===== config.mk =====
export PLATFORM = sky130hd
export DESIGN_NAME = control_sequencer
export DESIGN_NICKNAME = d
export VERILOG_FILES = /design/src/rtl/control_sequencer.sv
export SDC_FILE = /design/constraint.sdc
export NUM_CORES = 1
export LEC_CHECK = 0
export CAP_MARGIN = 10
export CORE_UTILIZATION = 50
export CTS_BUF_LIST = sky130_fd_sc_hd__clkbuf_8
export DETAILED_ROUTE_END_ITERATION = 8
export GPL_ROUTABILITY_DRIVEN = 0
export PLACE_DENSITY = 0.95
export SLEW_MARGIN = 0
export SYNTH_ARGS = -nofsm -noshare
export SYNTH_HDL_FRONTEND = slang
export SYNTH_SLANG_ARGS = --single-unit
export TNS_END_PERCENT = 100

===== constraint.sdc =====
create_clock -name clk -period 5.7 [get_ports clk]
set_input_delay 0.855 -clock clk [delete_from_list [all_inputs] [get_ports clk]]
set_output_delay 0.855 -clock clk [all_outputs]
set_load 0.01 [all_outputs]

===== src/rtl/control_sequencer.sv =====
// Microcode sequencer for a small accumulator CPU: FETCH/EXEC micro-steps 0..4 driving a 16-line control word.
// Optional single-step debug mode is enabled by defining CTRL_SINGLE_STEP_EN.
module control_sequencer #(
  parameter int AUTO_RUN = 0
) (
  input  logic        clk,
  input  logic        rst,
  input  logic        run,
  input  logic [3:0]  opcode,
  input  logic        carry_flag,
  input  logic        zero_flag,
`ifdef CTRL_SINGLE_STEP_EN
  input  logic        step_mode,
  input  logic        step_pulse,
`endif
  output logic [15:0] ctrl_word,
  output logic [2:0]  step,
  output logic [1:0]  state,
  output logic        instr_done,
  output logic        halted
);

  localparam logic [15:0] CW_PC_OUT    = 16'h0001;
  localparam logic [15:0] CW_PC_ADD    = 16'h0002;
  localparam logic [15:0] CW_PC_LOAD   = 16'h0004;
  localparam logic [15:0] CW_MAR_IN    = 16'h0008;
  localparam logic [15:0] CW_RAM_IN    = 16'h0010;
  localparam logic [15:0] CW_RAM_OUT   = 16'h0020;
  localparam logic [15:0] CW_IR_IN     = 16'h0040;
  localparam logic [15:0] CW_IR_OUT    = 16'h0080;
  localparam logic [15:0] CW_A_IN      = 16'h0100;
  localparam logic [15:0] CW_A_OUT     = 16'h0200;
  localparam logic [15:0] CW_B_IN      = 16'h0400;
  localparam logic [15:0] CW_ALU_OUT   = 16'h1000;
  localparam logic [15:0] CW_ALU_SUB   = 16'h2000;
  localparam logic [15:0] CW_OUTPUT_IN = 16'h4000;
  localparam logic [15:0] CW_FLAGS_IN  = 16'h8000;

  localparam logic [3:0] OP_LDA = 4'h1;
  localparam logic [3:0] OP_ADD = 4'h2;
  localparam logic [3:0] OP_OUT = 4'h3;
  localparam logic [3:0] OP_SUB = 4'h4;
  localparam logic [3:0] OP_STA = 4'h5;
  localparam logic [3:0] OP_JMP = 4'h6;
  localparam logic [3:0] OP_JC  = 4'h7;
  localparam logic [3:0] OP_JZ  = 4'h8;
  localparam logic [3:0] OP_HLT = 4'hF;

  typedef enum logic [1:0] {
    ST_IDLE   = 2'd0,
    ST_FETCH  = 2'd1,
    ST_EXEC   = 2'd2,
    ST_HALTED = 2'd3
  } state_e;

  state_e      state_q, state_d;
  logic [2:0]  step_q, step_d;
  logic [15:0] cw;
  logic        last;
  logic        step_legal;
  logic        advance;

  // Index of the final micro-step for each opcode; everything not listed finishes in step 2.
  function automatic logic [2:0] last_step(input logic [3:0] op);
    case (op)
      OP_ADD, OP_SUB: last_step = 3'd4;
      OP_LDA, OP_STA: last_step = 3'd3;
      default:        last_step = 3'd2;
    endcase
  endfunction

`ifdef CTRL_SINGLE_STEP_EN
  assign advance = !step_mode || step_pulse;
`else
  assign advance = 1'b1;
`endif

  always_comb begin
    step_legal = 1'b0;
    case (state_q)
      ST_IDLE, ST_HALTED: step_legal = (step_q == 3'd0);
      ST_FETCH:           step_legal = (step_q <= 3'd1);
      ST_EXEC:            step_legal = (step_q >= 3'd2) && (step_q <= last_step(opcode));
      default:            step_legal = 1'b0;
    endcase
  end

  // Control-word decode; JC/JZ look at the flags only in their single exec step.
  always_comb begin
    cw   = '0;
    last = 1'b0;
    case (state_q)
      ST_FETCH: begin
        case (step_q)
          3'd0:    cw = CW_PC_OUT | CW_MAR_IN;
          3'd1:    cw = CW_RAM_OUT | CW_IR_IN | CW_PC_ADD;
          default: cw = '0;
        endcase
      end
      ST_EXEC: begin
        last = step_legal && (step_q == last_step(opcode));
        case (opcode)
          OP_LDA: begin
            if (step_q == 3'd2) cw = CW_IR_OUT | CW_MAR_IN;
            if (step_q == 3'd3) cw = CW_RAM_OUT | CW_A_IN;
          end
          OP_ADD, OP_SUB: begin
            if (step_q == 3'd2) cw = CW_IR_OUT | CW_MAR_IN;
            if (step_q == 3'd3) cw = CW_RAM_OUT | CW_B_IN;
            if (step_q == 3'd4) begin
              cw = CW_ALU_OUT | CW_A_IN | CW_FLAGS_IN;
              if (opcode == OP_SUB) cw = cw | CW_ALU_SUB;
            end
          end
          OP_OUT: if (step_q == 3'd2) cw = CW_A_OUT | CW_OUTPUT_IN;
          OP_STA: begin
            if (step_q == 3'd2) cw = CW_IR_OUT | CW_MAR_IN;
            if (step_q == 3'd3) cw = CW_A_OUT | CW_RAM_IN;
          end
          OP_JMP: if (step_q == 3'd2) cw = CW_IR_OUT | CW_PC_LOAD;
          OP_JC:  if (step_q == 3'd2 && carry_flag) cw = CW_IR_OUT | CW_PC_LOAD;
          OP_JZ:  if (step_q == 3'd2 && zero_flag) cw = CW_IR_OUT | CW_PC_LOAD;
          default: cw = '0;
        endcase
      end
      default: cw = '0;
    endcase
  end

  always_comb begin
    state_d = state_q;
    step_d  = step_q;
    if (!step_legal) begin
      state_d = ST_IDLE;
      step_d  = 3'd0;
    end else if (advance) begin
      case (state_q)
        ST_IDLE: begin
          if (run) begin
            state_d = ST_FETCH;
            step_d  = 3'd0;
          end
        end
        ST_FETCH: begin
          if (step_q == 3'd0) begin
            step_d = 3'd1;
          end else begin
            state_d = ST_EXEC;
            step_d  = 3'd2;
          end
        end
        ST_EXEC: begin
          if (last) begin
            step_d = 3'd0;
            if (opcode == OP_HLT) state_d = ST_HALTED;
            else if (run)         state_d = ST_FETCH;
            else                  state_d = ST_IDLE;
          end else begin
            step_d = step_q + 3'd1;
          end
        end
        default: begin
          state_d = state_q;
          step_d  = step_q;
        end
      endcase
    end
  end

  always_ff @(posedge clk or posedge rst) begin
    if (rst) begin
      state_q <= (AUTO_RUN != 0) ? ST_FETCH : ST_IDLE;
      step_q  <= 3'd0;
    end else begin
      state_q <= state_d;
      step_q  <= step_d;
    end
  end

  // Outputs are silenced during reset and on stalled cycles so the datapath never sees a partial or repeated step.
  assign ctrl_word  = (rst || !advance) ? 16'h0000 : cw;
  assign instr_done = !rst && advance && last;
  assign step       = step_q;
  assign state      = state_q;
  assign halted     = (state_q == ST_HALTED);

endmodule

* Word level (Yosys, flattened, before mapping)
Index checks and enable logic that the tools add are counted.
** Operators by class
- Add/subtract/negate cells :: 1
- Magnitude comparators :: 3
- Eq/ne operators :: 21
- Mux-type cells :: 30
- Reductions and logical operators :: 13
** Operators with widths (count)
- 16-bit one-hot mux with 7 select lines :: 1
- 16-bit two-way mux :: 3
- 8-bit two-way mux :: 4
- 16-bit one-hot mux with 2 select lines :: 1
- 4-bit by 3-bit equality test with 1-bit output (second input constant) :: 4
- 15-bit two-way mux :: 1
- 14-bit two-way mux :: 1
- 7-bit one-hot mux with 2 select lines :: 1
- 2-bit two-way mux :: 6
- 3-bit two-way mux :: 4
- 11-bit two-way mux :: 1
- 9-bit two-way mux :: 1
- 3-bit inequality test (second input constant) :: 3
- 3-bit one-hot mux with 3 select lines :: 1
- 4-bit by 2-bit equality test with 1-bit output (second input constant) :: 2
- 4-bit equality test (second input constant) :: 2
- 3-bit by 2-bit equality test with 1-bit output (second input constant) :: 2
- 2-bit one-hot mux with 3 select lines :: 1
- 3-bit one-hot mux with 2 select lines :: 1
- 2-bit OR reduction :: 3
- 1-bit logical AND :: 5
- 2-bit equality test (second input constant) :: 2
- 4-bit by 1-bit equality test with 1-bit output (second input constant) :: 1
- 4-bit by 1-bit inequality test with 1-bit output (second input constant) :: 1
- 15 further kinds :: 16
** Word-level totals
- Register bits after elaboration :: 5
- Input bits :: 9
- Output and inout port bits :: 23

* Longest topological paths before layout
Gate-level depths: netlist (run 1).
- Depth after elaboration :: 12
- Gate-level depth with buffers :: 9
- Gate-level depth less buffers :: 8

* Worst setup path before layout (run 1)
OpenSTA, ideal clock, no wires.
- Kind :: input to output
- Start point :: in opcode[1]
- End point :: out instr_done
- Arrival :: 2.902 ns
- Required time :: 4.845 ns
- Setup slack :: 1.943 ns
- Cell stages on the path :: 9
- Cells stage by stage :: buf_4 xnor2_1 nor3_1 inv_1 ha_1 and3_1 a21oi_1 o311a_1 nor4_1
** Between the ends
- Word-level cells in the longest chain between the ends :: 10
** Ends and longest elaborated chain
- from (decl) :: line 9 : input logic [3:0] opcode,
- 4-bit by 3-bit equality test with 1-bit output (tied with other cells) :: line 65 : case (op)
- 2-bit OR reduction :: line 65
- 3-bit one-hot mux with 2 select lines (*) :: line 65
- 3-bit two-way mux (*) :: line 80, 92
- 3-bit less-or-equal comparator :: line 83 : ST_EXEC: step_legal = (step_q >= 3'd2) && (step_q <= last_step(opcode));
- 1-bit logical AND :: line 83
- 1-bit one-hot mux with 3 select lines :: line 80 : case (state_q)
- 1-bit logical AND (*) :: line 101 : last = step_legal && (step_q == last_step(opcode));
- 1-bit two-way mux (*) :: line 92 : case (state_q)
- 1-bit logical AND (*) :: line 182 : assign instr_done = !rst && advance && last;
- to (decl) :: line 19 : output logic instr_done,
Every way passes the cells marked *; elsewhere a longest branch is shown, timed or not. The select of a mux whose other input is x is not followed.

* Worst setup path in the final report (run 1)
- Start point :: in opcode[2]
- End point :: out instr_done
Same word-level chain as after synthesis.

==> results_tabular.tex, run 1 <==
\begin{tabular}{lr}
\hline
Metric & Value \\
\hline
\multicolumn{2}{l}{\textbf{Run status}} \\
\quad Result of the run & finished, final reports clean \\
\multicolumn{2}{l}{\textbf{Final layout}} \\
\quad Area added between synthesis and finish & 36.35\% \\
\quad Antenna cell count & 0 \\
\quad Final standard cell utilization of the core & 76.84\% \\
\quad Fill cell count & 117 \\
\quad Nets & 169 \\
\quad Non-filler instance count after layout & 171 \\
\quad Share of layout cells above drive strength 1 & 6.803\% \\
\multicolumn{2}{l}{\textbf{Pwr}} \\
\quad IR drop worst, VDD & 0.3495 mV \\
\quad Power Density & 280.0 mW/mm2 \\
\quad Leakage & 0.0004761 uW \\
\quad Overall power consumption & 343.0 uW \\
\multicolumn{2}{l}{\textbf{Floorplan}} \\
\quad Total Die Area & 0.001970 mm2 \\
\quad Die height & 44.39 um \\
\quad Placeable core region & 0.001594 mm2 \\
\quad Starting utilization of the core area & 56.36\% \\
\quad Row cnt & 14 \\
\quad Boundary pin count & 32 \\
\quad Die width & 44.39 um \\
\multicolumn{2}{l}{\textbf{Logic synthesis}} \\
\quad Primary FF master, synth & dfrtp\_1 \\
\quad Gate count of the mapped netlist & 119 \\
\quad Synth Warn \# & 0 \\
\quad Number of library cell types mapped by synthesis & 43 \\
\quad Synthesized area & 898.4 um2 \\
\quad Share of synthesized area occupied by flip-flops and latches & 13.93\% \\
\quad Proportion of register bits with asynchronous set or reset after synthesis & 100.0\% \\
\quad Top-count cell post-synth & ha\_1 \\
\quad Cell types with the highest counts after synthesis & ha\_1 (12), inv\_1 (11), nand2\_1 (9), nor2\_1 (9), a21oi\_1 (8) \\
\quad Net count of the mapped netlist & 140 \\
\quad \#FFs+latches synth & 5 \\
\quad Count of flip-flops with a built-in enable after synthesis & 0 \\
\quad Syn\_area\_per\_cell & 7.549 um2 \\
\quad Top post-synthesis cells by area & ha\_1 (17\%), dfrtp\_1 (14\%), inv\_1 (4.6\%) \\
\quad Area share of the leading cell type in the synthesized netlist & 16.71\% \\
\quad Yosys top cell by area & ha\_1 \\
\multicolumn{2}{l}{\textbf{Place}} \\
\quad Number of buffer cells added on primary ports & 30 \\
\quad DP Worst Slack & 0.7614 ns \\
\quad Detail Placement HPWL & 1.854 mm \\
\quad Number of placed instances, taps included & 167 \\
\multicolumn{2}{l}{\textbf{Critical path}} \\
\quad Last element of the critical path & instr\_done \\
\quad Crit Path Max Fanout & 10 \\
\quad Setup CP Type & in -> out \\
\quad Register-to-register setup slack & 3.69 ns \\
\quad Critical Path RT & 4.85 ns \\
\quad Source of the worst register-to-register timing path & step[0]\$\_DFFE\_PP0P\_ \\
\quad Element type at the critical path start & input pin \\
\quad Arrival time reported for the critical path endpoint & 4.17 ns \\
\quad R2r worst-path depth & 6 \\
\quad Worst reg2reg endpoint & state[1]\$\_DFFE\_PP0P\_ \\
\quad Type of element capturing the critical path & output port \\
\quad Start point of the critical path & opcode[2] \\
\multicolumn{2}{l}{\textbf{STA}} \\
\quad Time the final worst path needs with I/O delays and setup & 5.029 ns \\
\quad Max frequency & 198.8 MHz \\
\quad Transition time of the tightest slew-check pin & 0.5127 ns \\
\quad Remaining max-slew budget at the tightest pin & 65.56\% \\
\quad Number of failing hold endpoints at the final stage & 0 \\
\quad Total Neg Setup Slack & 0 ns \\
\quad RSZ-0062 raised after global routing & no \\
\quad Worst clock skew on the final layout & 0.0001284 ns \\
\quad Final WS setup & 0.6709 ns \\
\quad Final Cycle Share & 88.23\% \\
\quad Number of max-slew violations in the final report & 0 \\
\quad Final setup violation count & 0 \\
\multicolumn{2}{l}{\textbf{Detailed routing}} \\
\quad Initial detailed-routing violation count & 46 \\
\quad Post-route DRC & 0 \\
\quad Mean routed wirelength per cell & 14.25 um \\
\quad Overall via count from detail\_route & 1,008 \\
\quad Total iterations of the first detailed-routing run & 4 \\
\quad Mean number of vias per cell & 5.895 \\
\quad Final antenna-violating net count & 0 \\
\quad Final WL & 2.437 mm \\
\multicolumn{2}{l}{\textbf{Clock tree}} \\
\quad Total CTS buffers & 3 \\
\quad Hold\_buf cts & 0 \\
\quad Level count of the clock H-tree & 1 \\
\quad Source-to-sink clock delay at the later pin of the worst-skew pair & 0.22 ns \\
\quad Worst-path clk slew & 0.03 ns \\
\quad Library cell used as clock root buffer & clkbuf\_8 \\
\quad TritonCTS sink count & 5 \\
\quad Clock tree from TritonCTS & done \\
\quad Maximum number of buffers from clock root to sink & 2 \\
\quad Post-CTS Setup Bufs & 0 \\
\quad CTS resizes & 0 \\
\multicolumn{2}{l}{\textbf{Global route}} \\
\quad Largest net degree at the start of global routing & 12 \\
\quad GRT Total Usage & 27.15\% \\
\quad GRT overflow & 0 \\
\quad Number of global-route vias before repair & 927 \\
\quad Initial antenna violation count & 0 \\
\quad First-pass GRT wire length & 4.050 mm \\
\multicolumn{2}{l}{\textbf{Run}} \\
\quad Number of max-cap violations & 0 \\
\multicolumn{2}{l}{\textbf{Worst hold path}} \\
\quad Classification of the worst-slack hold path & reg -> reg \\
\hline
\end{tabular}
## kinds of logic after synthesis
| group | Yosys count | share of synthesized area [%] |
|---|---|---|
| compound gates | 25 | 19.78 |
| xor+xnor | 1 | 0.9751 |
| fa+ha+maj | 12 | 16.71 |
| buf+inv | 17 | 10.03 |
| flops | 5 | 13.93 |
| other cells | 1 | 0.4174 |
| simple gates | 58 | 38.16 |
## per-layer routing
| metal | GRT usage [%] | wire length, um | up-vias |
|---|---|---|---|
| li1 | - | - | 487 |
| met1 | 35.41 | 1020 | 452 |
| met2 | 44.71 | 1139 | 61 |
| met3 | 4.898 | 206 | 8 |
| met4 | 9.697 | 70 | 0 |
| met5 | 0 | 0 | - |
## registers in the layout (all words and copies together), names as in the netlist
register / cells
state: 2
step: 3
## final cells by class
type                    count  area [um2]  area share (%)
multi-input cells          97       683.2           55.77
repair buffers             30       300.3           24.51
flip-flops and latches      5       125.1           10.21
clock buffers               3       41.29           3.371
inverters                  11       41.29           3.371
well taps                  24       30.03           2.451
clock inverters             1       3.754          0.3064
## per-stage QoR
stage / cell area [um2] / hold slack (ns)
after floorplan: 898.4 / 0.6158
after global routing: 1225 / 0.6514
final: 1225 / 0.6249
after global placement: 1180 / 0.6083
after CTS: 1225 / 0.6278
after detailed placement: 1180 / 0.6130
## critical path, stage by stage
cell             delay, ns
clkdlybuf4s50_1       0.69
xnor2_1               0.11
nor3_1                0.41
inv_1                 0.17
ha_1                  0.36
and3_1                0.24
a21oi_1               0.06
o311a_1               0.40
nor4_1                0.27
clkdlybuf4s50_1       0.59
## power by group
part | internal [uW] | switching, uW
Combinational | 94.8 | 127
Sequential | 44.6 | 13.6
Clock | 46.1 | 16.7
Total | 185 | 158
## worst min path at each step
stage / depth (start not counted) / slack (ns) / to / start
2_1_floorplan: 2 / 0.62 / step[0]$_DFFE_PP0P_ / step[0]$_DFFE_PP0P_
3_3_place_gp: 2 / 0.61 / step[0]$_DFFE_PP0P_ / step[0]$_DFFE_PP0P_
3_5_place_dp: 2 / 0.61 / step[0]$_DFFE_PP0P_ / step[0]$_DFFE_PP0P_
4_1_cts: 2 / 0.63 / step[0]$_DFFE_PP0P_ / step[0]$_DFFE_PP0P_
5_1_grt: 2 / 0.65 / step[0]$_DFFE_PP0P_ / step[0]$_DFFE_PP0P_
6_report: 2 / 0.62 / step[0]$_DFFE_PP0P_ / step[0]$_DFFE_PP0P_
## placed cells by master (no fill, tap or decap), types with 2 or more instances in the layout
| cell type | n |
|---|---|
| o22ai_1 | 2 |
| nand2_1 | 9 |
| a31oi_1 | 3 |
| nand2b_1 | 5 |
| a21oi_1 | 8 |
| inv_1 | 12 |
| nor3_1 | 5 |
| nor2_1 | 9 |
| nand3b_1 | 2 |
| or3_1 | 3 |
| and3_1 | 2 |
| ha_1 | 12 |
| or4_1 | 3 |
| dfrtp_1 | 5 |
| or3b_2 | 2 |
| nand3_1 | 5 |
| nor4_1 | 2 |
| o31a_1 | 2 |
| clkdlybuf4s50_1 | 30 |
| clkbuf_8 | 3 |
Note: power is estimated with default switching activity, not from simulation.
==> run 2: changes to the inputs <==
--- a/config.mk
+++ b/config.mk
@@ -10,6 +10,7 @@
 export CTS_BUF_LIST = sky130_fd_sc_hd__clkbuf_8
 export DETAILED_ROUTE_END_ITERATION = 8
 export GPL_ROUTABILITY_DRIVEN = 0
+export GPL_TIMING_DRIVEN = 0
 export PLACE_DENSITY = 0.95
 export SLEW_MARGIN = 0
 export SYNTH_ARGS = -nofsm -noshare
==> run 2 against run 1 <==
Sequential share of layout area down 0.23 points. Clock skew is 0.0013 ns higher. Sequential cell count unchanged. Non-clock buffer count increased by 4. Global-route usage grew 3.3 points. Cell area grew 2.3%. Worst hold slack better by 0.0093 ns. Wire length is 7.3% higher. Critical path type unchanged. Cell count rose by 2.3%. Sequential power grew 1%. Register-to-register slack about the same.
==> results_tabular.tex, run 2 (synthesis gave the netlist of run 1 again) <==
\begin{tabular}{lr}
\hline
Metric & Value \\
\hline
\multicolumn{2}{l}{\textbf{Detailed routing}} \\
\quad Mean routed wirelength per cell & 14.95 um (+4.9\%) \\
\quad Final WL & 2.616 mm (+7.3\%) \\
\quad Post-route DRC & 0 (unchanged) \\
\quad Overall via count from detail\_route & 1,017 (+0.89\%) \\
\quad Mean number of vias per cell & 5.811 (-1.4\%) \\
\quad Initial detailed-routing violation count & 31 (-33\%) \\
\quad Total iterations of the first detailed-routing run & 4 (unchanged) \\
\quad Final antenna-violating net count & 0 (unchanged) \\
\multicolumn{2}{l}{\textbf{STA}} \\
\quad Final setup violation count & 0 (unchanged) \\
\quad Time the final worst path needs with I/O delays and setup & 4.941 ns (-0.08785 ns) \\
\quad RSZ-0062 raised after global routing & no \\
\quad Number of max-slew violations in the final report & 0 (unchanged) \\
\quad Max frequency & 202.4 MHz (+1.8\%) \\
\quad Total Neg Setup Slack & 0 ns (unchanged) \\
\quad Worst clock skew on the final layout & 0.001432 ns (+0.001304 ns) \\
\quad Final Cycle Share & 86.69\% (-1.5 points) \\
\quad Number of failing hold endpoints at the final stage & 0 (unchanged) \\
\multicolumn{2}{l}{\textbf{Run status}} \\
\quad Result of the run & finished, final reports clean \\
\multicolumn{2}{l}{\textbf{Final layout}} \\
\quad Antenna cell count & 0 (unchanged) \\
\quad Non-filler instance count after layout & 175 (+2.3\%) \\
\quad Nets & 173 (+2.4\%) \\
\quad Flip-flop count of the largest register, all copies and words added & 3 (unchanged) \\
\quad Post-route cell area & 0.001254 mm2 (+2.3\%) \\
\quad Area added between synthesis and finish & 39.55\% \\
\quad Leading cell type in the layout, fill and taps excluded & clkdlybuf4s50\_1 \\
\quad Most used cells in the layout excluding fill and tap cells & clkdlybuf4s50\_1 (28), inv\_1 (12), ha\_1 (12) \\
\quad Final standard cell utilization of the core & 78.65\% (+1.8 points) \\
\quad Share of layout cells above drive strength 1 & 10.60\% (+3.8 points) \\
\multicolumn{2}{l}{\textbf{Critical path}} \\
\quad Crit Path Max Fanout & 10 (unchanged) \\
\quad Biggest cell delay along the critical path & 0.59 ns (-0.10 ns) \\
\quad Crit path cell chain & clkdlybuf4s50\_1 -> buf\_4 -> xnor2\_1 -> nor3\_1 -> inv\_1 -> ha\_1 -> and3\_1 -> a21oi\_1 -> o311a\_1 -> nor4\_1 -> clkdlybuf4s50\_1 \\
\quad WP buf/inv & 4 (+1) \\
\quad R2r worst-path depth & 5 (-1) \\
\quad Type of element capturing the critical path & output port \\
\quad Number of cells on the critical path & 11 (+1) \\
\quad Element type at the critical path start & input pin \\
\quad Cell family with most CP delay & buffers and inverters \\
\quad Critical Path Most Common Cell & clkdlybuf4s50\_1 \\
\quad Cell at the slowest stage of the critical path & clkdlybuf4s50\_1 \\
\quad Setup CP Type & in -> out \\
\quad Arrival time reported for the critical path endpoint & 4.09 ns (-0.08 ns) \\
\quad Critical Path RT & 4.85 ns (about the same) \\
\multicolumn{2}{l}{\textbf{Pwr}} \\
\quad Leakage & 0.0005003 uW (+5.1\%) \\
\quad IR drop worst, VDD & 0.3016 mV (-14\%) \\
\quad Power Density & 279.8 mW/mm2 (about the same) \\
\multicolumn{2}{l}{\textbf{Run}} \\
\quad Number of max-cap violations & 0 (unchanged) \\
\multicolumn{2}{l}{\textbf{Clock tree}} \\
\quad TritonCTS sink count & 5 (unchanged) \\
\quad Maximum number of buffers from clock root to sink & 2 (unchanged) \\
\quad Total CTS buffers & 3 (unchanged) \\
\quad Worst-path clk slew & 0.04 ns (about the same) \\
\quad Level count of the clock H-tree & 1 (unchanged) \\
\quad CTS resizes & 0 (unchanged) \\
\quad Post-CTS Setup Bufs & 0 (unchanged) \\
\quad Library cell used as clock root buffer & clkbuf\_8 \\
\quad Clock tree from TritonCTS & done \\
\quad Source-to-sink clock delay at the later pin of the worst-skew pair & 0.23 ns (about the same) \\
\quad Hold\_buf cts & 0 (unchanged) \\
\multicolumn{2}{l}{\textbf{Place}} \\
\quad Number of buffer cells added on primary ports & 28 (-6.7\%) \\
\quad Cell area after placement & 0.001209 mm2 (+2.4\%) \\
\quad Number of placed instances, taps included & 171 (+2.4\%) \\
\quad Detail Placement HPWL & 2.032 mm (+9.6\%) \\
\multicolumn{2}{l}{\textbf{Global route}} \\
\quad GRT Total Usage & 30.47\% (+3.3 points) \\
\quad GRT overflow & 0 (unchanged) \\
\quad Initial antenna violation count & 0 (unchanged) \\
\quad First-pass GRT wire length & 4.416 mm (+9.0\%) \\
\quad Number of global-route vias before repair & 948 (+2.3\%) \\
\quad Largest net degree at the start of global routing & 11 (-1) \\
\multicolumn{2}{l}{\textbf{Floorplan}} \\
\quad Starting utilization of the core area & 56.36\% (unchanged) \\
\quad Boundary pin count & 32 (unchanged) \\
\quad Die width & 44.39 um (unchanged) \\
\quad Total Die Area & 0.001970 mm2 (unchanged) \\
\quad Row cnt & 14 (unchanged) \\
\quad Die height & 44.39 um (unchanged) \\
\quad Placeable core region & 0.001594 mm2 (unchanged) \\
\multicolumn{2}{l}{\textbf{Worst hold path}} \\
\quad Worst hold path cell count & 2 (unchanged) \\
\quad Classification of the worst-slack hold path & reg -> reg \\
\hline
\end{tabular}
run 2: changes by cell type in the layout (fill, tap and decap cells not counted), sizes merged:
cell	before	now
clkdlybuf4s50	30	28
buf	0	6
run 2: worst reg2reg max path: stages, from the launching register on:
cell     delay (ns)
dfrtp_1        0.47
ha_1           0.39
and3_1         0.28
a21oi_1        0.09
o311a_1        0.41
o32ai_1        0.29
run 2: layout make-up:
cell class | count | area, um2
Multi-Input combinational cell | 97 | 683.2
Fill cell | 119 | 340.3
Timing Repair Buffer | 28 | 280.3
Sequential cell | 5 | 125.1
Buffer | 6 | 48.80
Clock buffer | 3 | 41.29
Inverter | 11 | 41.29
Tap cell | 24 | 30.03
Clock inverter | 1 | 3.754
run 2: worst paths after layout:
path / from / end / slack [ns]
worst min-delay path: step[0]$_DFFE_PP0P_ / step[0]$_DFFE_PP0P_ / 0.63
min in group asynchronous: rst / step[2]$_DFFE_PP0P_ / 0.90
worst min register to register: step[0]$_DFFE_PP0P_ / step[0]$_DFFE_PP0P_ / 0.63
worst max register to register: step[2]$_DFFE_PP0P_ / state[1]$_DFFE_PP0P_ / 3.68
max in group asynchronous: rst / state[0]$_DFFE_PP0P_ / 4.61
worst max-delay path: opcode[1] / instr_done / 0.76
run 2: through the flow:
stage / setup WS, ns / total power (uW) / hold slack [ns]
4_1_cts: 0.8022 / 347.8 / 0.6276
3_3_place_gp: 0.8761 / 262.5 / 0.6032
5_1_grt: 0.5915 / 381.2 / 0.6716
3_5_place_dp: 0.8197 / 275.9 / 0.6181
6_report: 0.7588 / 350.8 / 0.6342
2_1_floorplan: 1.943 / 204.1 / 0.6158
run 2: metal layers:
metal  vias up  track usage, %  routed length [um]
met5         -               0                   0
met4         0           7.879                   6
met3         2           8.980                 166
met2        49           51.18                1347
met1       465           37.97                1096
li1        501               -                   -
run 2: report_power, final:
| group | leakage [uW] | switching [uW] | total [uW] | internal, uW |
|---|---|---|---|---|
| registers | 0.0000681 | 14.4 | 59.0 | 44.6 |
| clock network | 0.0000269 | 21.4 | 67.9 | 46.5 |
| logic | 0.000405 | 128 | 224 | 96.0 |
==> run 3: changes to the inputs <==
--- a/config.mk
+++ b/config.mk
@@ -8,6 +8,7 @@
 export CAP_MARGIN = 10
 export CORE_UTILIZATION = 50
 export CTS_BUF_LIST = sky130_fd_sc_hd__clkbuf_8
+export CTS_CLUSTER_DIAMETER = 30
 export DETAILED_ROUTE_END_ITERATION = 8
 export GPL_ROUTABILITY_DRIVEN = 0
 export GPL_TIMING_DRIVEN = 0
==> results of run 3 <==
No change in the layout: final DEF, timing and power equal those of run 2.
==> RTL change (config.mk and constraints of run 1) <==
Build with the macro `CTRL_SINGLE_STEP_EN` defined.
--- a/src/rtl/control_sequencer.sv
+++ b/src/rtl/control_sequencer.sv
@@ -1,5 +1,7 @@
 // Microcode sequencer for a small accumulator CPU: FETCH/EXEC micro-steps 0..4 driving a 16-line control word.
 // Optional single-step debug mode is enabled by defining CTRL_SINGLE_STEP_EN.
+`define CTRL_SINGLE_STEP_EN
+
 module control_sequencer #(
   parameter int AUTO_RUN = 0
 ) (
Ports: changed (added step_mode and step_pulse); port bits go from 32 to 34. No check against the original RTL was run, so the function may have changed too.
==> RTL change against run 1 <==
  * Worst hold slack improved by 0.0011 ns
  * Setup slack improved by 0.30 ns
  * Critical path type unchanged
  * Sequential share of layout area fell by 0.17 points
  * Synthesized area fell by 0.28%
  * Final area rose by 1.7%
  * Total power fell by 20%
  * Routed wire length fell by 7.9%
  * Sequential cell count did not move
==> RTL change: results (changes against run 1) <==
| Metric | Value |
|---|---|
| Synth Area in Compound Gates | `16.62% (-3.2 points)` |
| Layout cells sized above 1 | `7.383% (+0.58 points)` |
| DRT iter0 DRCs | `53 (+15%)` |
| CP Capture Point | `instr_done` |
| Number of global-route vias before repair | `840 (-9.4%)` |
| Synth Area in XOR/XNOR | `1.955% (+0.98 points)` |
| Gate Count Post-Synth | `121 (+1.7%)` |
| Vias/cell | `5.717 (-3.0%)` |
| DP Area | `0.001201 mm² (+1.8%)` |
| Synth top area cells | `ha_1, dfrtp_1, nor2_1` |
| Min Hold Slack | `0.6260 ns (+0.001085 ns)` |
| WP data arrival | `3.88 ns (-0.29 ns)` |
| Worst Hold Path EP | `state[0]` |
| Drt wl/cell | `12.98 µm (-8.9%)` |
| Fill cell count | `113 (-3.4%)` |
| VDD IR-drop max | `0.2723 mV (-22%)` |
| Worst path top cell family by delay | `buffers and inverters` |
| First-pass GRT wire length | `3691 µm (-8.9%)` |
| HP Start | `state[0]` |
| DR pass1 iterations | `7 (+3)` |
| Routed vias | `989 (-1.9%)` |
| Worst slack, placed | `0.9884 ns (+0.2270 ns)` |
| Status | `finished clean` |
| Pleak | `0.4717 nW (-0.91%)` |
| Warnings, synthesis | `0 (unchanged)` |
| Reg-to-reg startpoint | `state[0]` |
| Post-synthesis mux area share | `1.117% (+1.1 points)` |
| Sequential share of the synthesized area | `13.97% (+0.039 points)` |
| Port bufs | `32 (+6.7%)` |
| Syn nets | `144 (+2.9%)` |
| Netlist cell types | `36 (-16%)` |
| Post-DP HPWL | `1798 µm (-3.1%)` |
| Gr usage total | `25.78% (-1.4 points)` |
| FF-to-FF setup slack | `3.71 ns (+0.02 ns)` |
| Pwr Density | `220.0 mW/mm² (-21%)` |
-- RTL change: cell types whose count changed after synthesis, sizes merged, moves of 3 or more --
cell and delta:
nor2 +5, o21ai +7, or4 -4, a21oi -3, nand2b -4, inv -3, or3 -4, nor2b +6
-- RTL change: power by group --
group / internal, W / switching [W] / leakage [nW]
Sequential: 0.0000416 / 0.00000737 / 0.0684
Clock: 0.0000461 / 0.0000170 / 0.0269
Combinational: 0.0000679 / 0.0000941 / 0.376
Total: 0.000156 / 0.000119 / 0.472
-- RTL change: cell type report --
| class | instances | area share, % |
|---|---|---|
| multi-input combinational | 100 | 55.82 |
| timing repair buffer | 32 | 25.70 |
| sequential | 5 | 10.04 |
| clock buffer | 3 | 3.313 |
| inverter | 8 | 2.410 |
| tap | 24 | 2.410 |
| clock inverter | 1 | 0.3012 |
-- RTL change: per-layer routing --
layer	track usage (%)	wire length, µm	vias to the layer above
li1	-	-	481
met3	3.265	171	6
met1	34.26	942	450
met4	14.55	51	0
met5	0	0	-
met2	40.29	1080	52
